==> config.mk <==
export PLATFORM = sky130hd
export DESIGN_NAME = bf_core_nested
export DESIGN_NICKNAME = d
export VERILOG_FILES = /design/src/rtl/bf_core_nested.sv
export SDC_FILE = /design/constraint.sdc
export NUM_CORES = 1
export LEC_CHECK = 0
export CAP_MARGIN = 5
export CORE_ASPECT_RATIO = 1.2
export CORE_UTILIZATION = 54
export CTS_CLUSTER_DIAMETER = 120
export CTS_CLUSTER_SIZE = 8
export DETAILED_ROUTE_END_ITERATION = 16
export HOLD_SLACK_MARGIN = 0.12
export PLACE_DENSITY = 0.73
export SLEW_MARGIN = 20
export SYNTH_ARGS = -nofsm -noshare
export SYNTH_HDL_FRONTEND = slang
export SYNTH_SLANG_ARGS = --single-unit
==> constraint.sdc <==
create_clock -name clk -period 10 [get_ports clk]
set_input_delay 2 -clock clk [delete_from_list [all_inputs] [get_ports clk]]
set_output_delay 2 -clock clk [all_outputs]
set_load 0.005 [all_outputs]
==> src/rtl/bf_core_nested.sv <==
// bf_core_nested: parametrised Brainfuck core with nested loop skipping, stack error checks
// and an explicit 0x00 program end that writes back the cached cell before halting.
module bf_core_nested #(
    parameter int CELL_WIDTH      = 8,
    parameter int DATA_ADDR_WIDTH = 8,
    parameter int ROM_ADDR_WIDTH  = 12,
    parameter int STACK_DEPTH     = 8,
    parameter bit CLEAR_RAM       = 1'b1
) (
    input  logic                       clk,
    input  logic                       rst,
    input  logic [7:0]                 rom_i,
    output logic [ROM_ADDR_WIDTH-1:0]  rom_addr_o,
    input  logic [CELL_WIDTH-1:0]      data_i,
    output logic [CELL_WIDTH-1:0]      data_o,
    output logic [DATA_ADDR_WIDTH-1:0] data_addr_o,
    output logic                       rd,
    output logic                       wr,
    output logic                       mreq,
    output logic                       ioreq,
    input  logic                       ready,
    output logic                       halted,
    output logic                       error,
    output logic [1:0]                 error_code
);
    localparam int SPW = $clog2(STACK_DEPTH + 1);
    localparam logic [SPW-1:0] SP_FULL = SPW'(STACK_DEPTH);
    typedef enum logic [3:0] {
        S_START, S_CLEAR, S_FETCH, S_RUN, S_READ, S_SKIP, S_JUMP, S_HALT_WB, S_HALT, S_ERROR
    } state_t;
    state_t                     state;
    logic [ROM_ADDR_WIDTH-1:0]  pc;
    logic [ROM_ADDR_WIDTH-1:0]  depth;
    logic [DATA_ADDR_WIDTH-1:0] pointer;
    logic [SPW-1:0]             sp;
    logic [CELL_WIDTH-1:0]      data_reg;
    logic [7:0]                 ir;
    logic [ROM_ADDR_WIDTH-1:0]  stack [2**SPW];
    logic                       run, is_mv, push;
    logic [SPW-1:0]             sp_m1;
    assign run   = state == S_RUN;
    assign is_mv = ir == 8'h3C || ir == 8'h3E;
    assign sp_m1 = sp - 1'b1;
    assign push  = run && ir == 8'h5B && data_reg != '0 && sp != SP_FULL;
    assign wr    = state == S_CLEAR || state == S_HALT_WB || (run && (is_mv || ir == 8'h2E));
    assign rd    = state == S_READ || (run && ir == 8'h2C);
    assign mreq  = state == S_CLEAR || state == S_HALT_WB || state == S_READ || (run && is_mv);
    assign ioreq = run && (ir == 8'h2C || ir == 8'h2E);
    assign rom_addr_o  = pc;
    assign data_addr_o = pointer;
    assign data_o      = state == S_CLEAR ? '0 : data_reg;
    assign halted      = state == S_HALT;
    assign error       = state == S_ERROR;
    // Stack entries carry no reset; only slots below sp are ever read.
    always_ff @(posedge clk) begin
        if (push) stack[sp] <= pc;
    end
    always_ff @(posedge clk or posedge rst) begin
        if (rst) begin
            state      <= S_START;
            pc         <= '0;
            depth      <= '0;
            pointer    <= '0;
            sp         <= '0;
            data_reg   <= '0;
            ir         <= '0;
            error_code <= '0;
        end else begin
            case (state)
                S_START: state <= CLEAR_RAM ? S_CLEAR : S_FETCH;
                S_CLEAR: if (ready) begin
                    pointer <= pointer + 1'b1;
                    if (&pointer) state <= S_FETCH;
                end
                S_FETCH, S_JUMP: begin
                    ir    <= rom_i;
                    pc    <= pc + 1'b1;
                    state <= S_RUN;
                end
                S_READ: if (ready) begin
                    data_reg <= data_i;
                    state    <= S_RUN;
                end
                S_HALT_WB: if (ready) state <= S_HALT;
                S_SKIP: begin
                    if (ir == 8'h5D && depth == '0) begin
                        ir    <= rom_i;
                        pc    <= pc + 1'b1;
                        state <= S_RUN;
                    end else if (ir == 8'h00 || pc == '0) begin
                        state      <= S_ERROR;
                        error_code <= 2'b11;
                    end else begin
                        ir    <= rom_i;
                        pc    <= pc + 1'b1;
                        depth <= ir == 8'h5B ? depth + 1'b1 : ir == 8'h5D ? depth - 1'b1 : depth;
                    end
                end
                S_RUN: begin
                    case (ir)
                        8'h2B, 8'h2D: begin
                            data_reg <= ir == 8'h2B ? data_reg + 1'b1 : data_reg - 1'b1;
                            ir       <= rom_i;
                            pc       <= pc + 1'b1;
                        end
                        8'h3C, 8'h3E: if (ready) begin
                            pointer <= ir == 8'h3E ? pointer + 1'b1 : pointer - 1'b1;
                            ir      <= rom_i;
                            pc      <= pc + 1'b1;
                            state   <= S_READ;
                        end
                        8'h2C, 8'h2E: if (ready) begin
                            if (ir == 8'h2C) data_reg <= data_i;
                            ir <= rom_i;
                            pc <= pc + 1'b1;
                        end
                        8'h5B: begin
                            if (data_reg != '0 && sp == SP_FULL) begin
                                state      <= S_ERROR;
                                error_code <= 2'b01;
                            end else begin
                                if (data_reg != '0) sp <= sp + 1'b1;
                                else begin
                                    depth <= '0;
                                    state <= S_SKIP;
                                end
                                ir <= rom_i;
                                pc <= pc + 1'b1;
                            end
                        end
                        8'h5D: begin
                            if (sp == '0) begin
                                state      <= S_ERROR;
                                error_code <= 2'b10;
                            end else if (data_reg != '0) begin
                                pc    <= stack[sp_m1];
                                state <= S_JUMP;
                            end else begin
                                sp <= sp_m1;
                                ir <= rom_i;
                                pc <= pc + 1'b1;
                            end
                        end
                        8'h00: state <= S_HALT_WB;
                        default: begin
                            ir <= rom_i;
                            pc <= pc + 1'b1;
                        end
                    endcase
                end
                default: ;
            endcase
        end
    end
endmodule

==> key figures <==
Clock network
  • Clock-pin slew on the worst setup and hold paths: 0.06 ns
  • Clk_lat worst skew: 0.51 ns
  • CTS tree: built
  • Htree depth: 2
  • Setup bufs post-CTS: 0
  • CTS buffer count: 37
  • Longest Clk Path Bufs: 3
  • CTS Root Cell: clkbuf_16
  • CTS sink count: 250
  • Resized Gates After CTS: 0
  • Hold Buf Count CTS: 0

Global route
  • Largest net degree at the start of global routing: 59
  • Gr ovfl total: 0
  • Gr usage total: 24.3%
  • First-pass GRT wire length: 39,900 um
  • Number of global-route vias before repair: 7,264
  • Initial antenna violation count: 0

Worst setup path
  • CP delay by family, top: simple AND/OR/NAND/NOR gates
  • CP required: 8.00 ns
  • Kind of critical path: register to output port
  • Worst Setup Start Kind: register
  • Critical path arrival: 3.00 ns
  • Critical-path maximum fanout: 15
  • CP bufs+invs: 2
  • Critical Path Max Stage Delay: 0.71 ns
  • Slowest stage cell, crit path: nand4bb_1
  • Crit. End Element: output port
  • Cell breakdown of the critical path: nand4bb_1, nor3_1, inv_1, o21ai_0, clkdlybuf4s50_1

Layout
  • Footprint of the multi-input gates: 4190 um^2
  • Ant diodes: 0
  • # fillers: 1,452
  • Final-stage net count: 916
  • Area Growth Syn to Fin: 17.7%
  • Largest register by flop count: stack
  • Reg area: 7220 um^2
  • Flip-flop count of the largest register after layout: 192
  • Ratio of cells with drive above 1 in the final layout: 17.9%

Placement
  • Dpl ws: 5.39 ns
  • I/O Buffers: 54
  • Post-DP HPWL: 16,000 um
  • GPL Wtd Cong: 0.887

Pwr
  • Leakage power: 4.77 nW
  • Worst vdd ir: 163 uV
  • NetSw: 1.12 mW
  • Internal power: 2.52 mW
  • Reg power frac: 41.3%
  • Combinational power share: 27.5%
  • Net Sw Frac: 30.8%
  • Power share of the clock group: 31.1%
  • Total design power: 3.64 mW
  • Pwr Density: 268 nW/um^2

Logic synthesis
  • Yosys warns: 0
  • Synth cell types: 70
  • Top cells by area, synth: edfxtp_1 (50%), dfrtp_1 (13%), mux4_2 (11%), ha_1 (2.7%), nand2_1 (2.0%)
  • Mapped Cells: 785
  • Syn Area/Cell: 14.7 um^2
  • Yosys top cell area share: 50.0%
  • Ys flop type: edfxtp_1
  • Synth Cell Area: 11,500 um^2
  • Share of flip-flops with an asynchronous set or reset: 23.2%
  • Synth area leader: edfxtp_1
  • Synth Register Bits: 250
  • Post-synth EDFFs: 192
  • Seq/Total Area, Yosys: 62.6%

Floorplan
  • Die area: 22,000 um^2
  • Starting Density: 55.0%
  • I/O pin cnt: 55
  • Die Y: 162 um
  • Placeable core region: 21,000 um^2
  • Std cell rows: 58
  • Die X: 135 um

Run status
  • Status: completed

STA
  • Fin. Hold Viols: 0
  • Final setup violation count: 0
  • Slew HR: 25.6%
  • Worst slew pin tran: 1.11 ns
  • Fmax: 0.200 GHz
  • Hold Slack: 0.510 ns
  • RSZ-0062 raised after global routing: no
  • Minimum clock period: 5.00 ns
  • Clk_skew: 0.0145 ns
  • Final Slew Violations: 0
  • Final Worst Setup Slack: 5.00 ns
  • Final period utilization: 50.0%
  • Fin Setup TNS: 0 ns

Drt
  • Overall routed net length: 25,500 um
  • Iteration-0 DRC Markers: 581
  • Drt wl/cell: 21.8 um
  • Antenna viol nets, final: 0
  • Via count: 7,178
  • Vias/cell: 6.14
  • Drt pass-1 iters: 5
  • Drt drc: 0

Hold path
  • Worst Hold Class: register to register

Flow run
  • Max-cap violations: 0
-- per-layer routing --
metal | GRT usage [%] | vias up | wire, um | part of all wire (%)
li1 | - | 3235 | - | -
met1 | 30.6 | 3604 | 9970 | 39
met2 | 41.9 | 284 | 13200 | 52
met3 | 3.87 | 55 | 1500 | 5.9
met4 | 9.50 | 0 | 824 | 3.2
met5 | 0 | - | 0 | 0
-- logic make-up after synthesis --
logic type                 count (synthesis)  share of synthesized area, %
and+or+nand+nor                          213                          9.49
muxes                                     73                          13.0
adders and majority gates                 27                          2.97
xor gates and xnor gates                  29                          2.20
DFF                                      250                          62.6
other                                      1                        0.0325
AOI/OAI and AO/OA                        136                          7.75
buffers and inverters                     56                          1.97
-- worst paths after layout --
kind / startpoint / endpoint / slack (ns) / depth (start not counted)
max: state[2] / rd / 5.00 / 5
min in group asynchronous: rst / depth[9] / 2.02 / 3
min reg2reg: data_addr_o[7] / data_addr_o[7] / 0.51 / 1
min: data_addr_o[7] / data_addr_o[7] / 0.51 / 1
max in group asynchronous: rst / sp[0] / 7.34 / 3
max reg2reg: ir[1] / depth[11] / 6.02 / 10
-- placed cells by master (no fill, tap or decap), types with 16 or more instances in the layout --
cell             instances
a21oi_1                 37
buf_4                   16
clkbuf_1                26
clkbuf_16               37
clkdlybuf4s50_1         54
dfrtp_1                 57
edfxtp_1               192
ha_1                    24
inv_1                   20
mux4_2                  58
nand2_1                 60
nand3_1                 23
nor2_1                  32
nor3_1                  18
o21ai_0                 33
xnor2_1                 16
-- layout make-up --
class                      count  area share [%]
timing repair buffer          71            5.01
inverter                      21           0.581
clock inverter                 4           0.341
tap                          270            2.49
clock buffer                  63            7.54
multi-input combinational    490            30.9
sequential                   250            53.2
-- worst reg2reg max path: stages, from the launching register on --
cell	delay, ns
dfrtp_1	0.52
nand4b_1	0.25
nor2_1	0.51
inv_1	0.46
ha_1	0.38
or4_1	0.52
o32ai_1	0.47
o21ai_0	0.21
xnor2_1	0.21
o21bai_1	0.09
a22o_1	0.24
-- synthesized netlist by cell type, drive strengths merged, types with 4 or more instances --
library cell,instances
nand3,23
a31oi,7
o21a,5
a22oi,5
nor2b,8
a21oi,38
inv,21
xnor2,17
nor4,13
nor3,23
a22o,7
mux2,12
buf,15
ha,25
o21ai,35
a21o,10
edfxtp,192
nand4,7
dfrtp,58
or2,4
and3,6
clkbuf,20
or3,5
mux4,58
xor2,12
nand2,60
nor2,40
o31ai,5
-- per-stage QoR --
step                      cell area [um^2]  utilization [%]  instances
after global routing                 13600             64.7       1169
after global placement               12500             59.5       1101
after floorplan                      11600                -        796
after detailed placement             12500             59.5       1101
after CTS                            13500             64.6       1168
final                                13600             64.7       1169
-- power by group through the flow --
stage,Clock [mW],Combinational [mW],Sequential [mW]
floorplan,0,0.742,1.43
global placement,0,0.947,1.52
detailed placement,0,0.975,1.53
CTS,1.15,0.985,1.52
global route,1.19,1.10,1.53
finish,1.13,1.00,1.50
No activity file was read; power rests on OpenSTA's default activity.
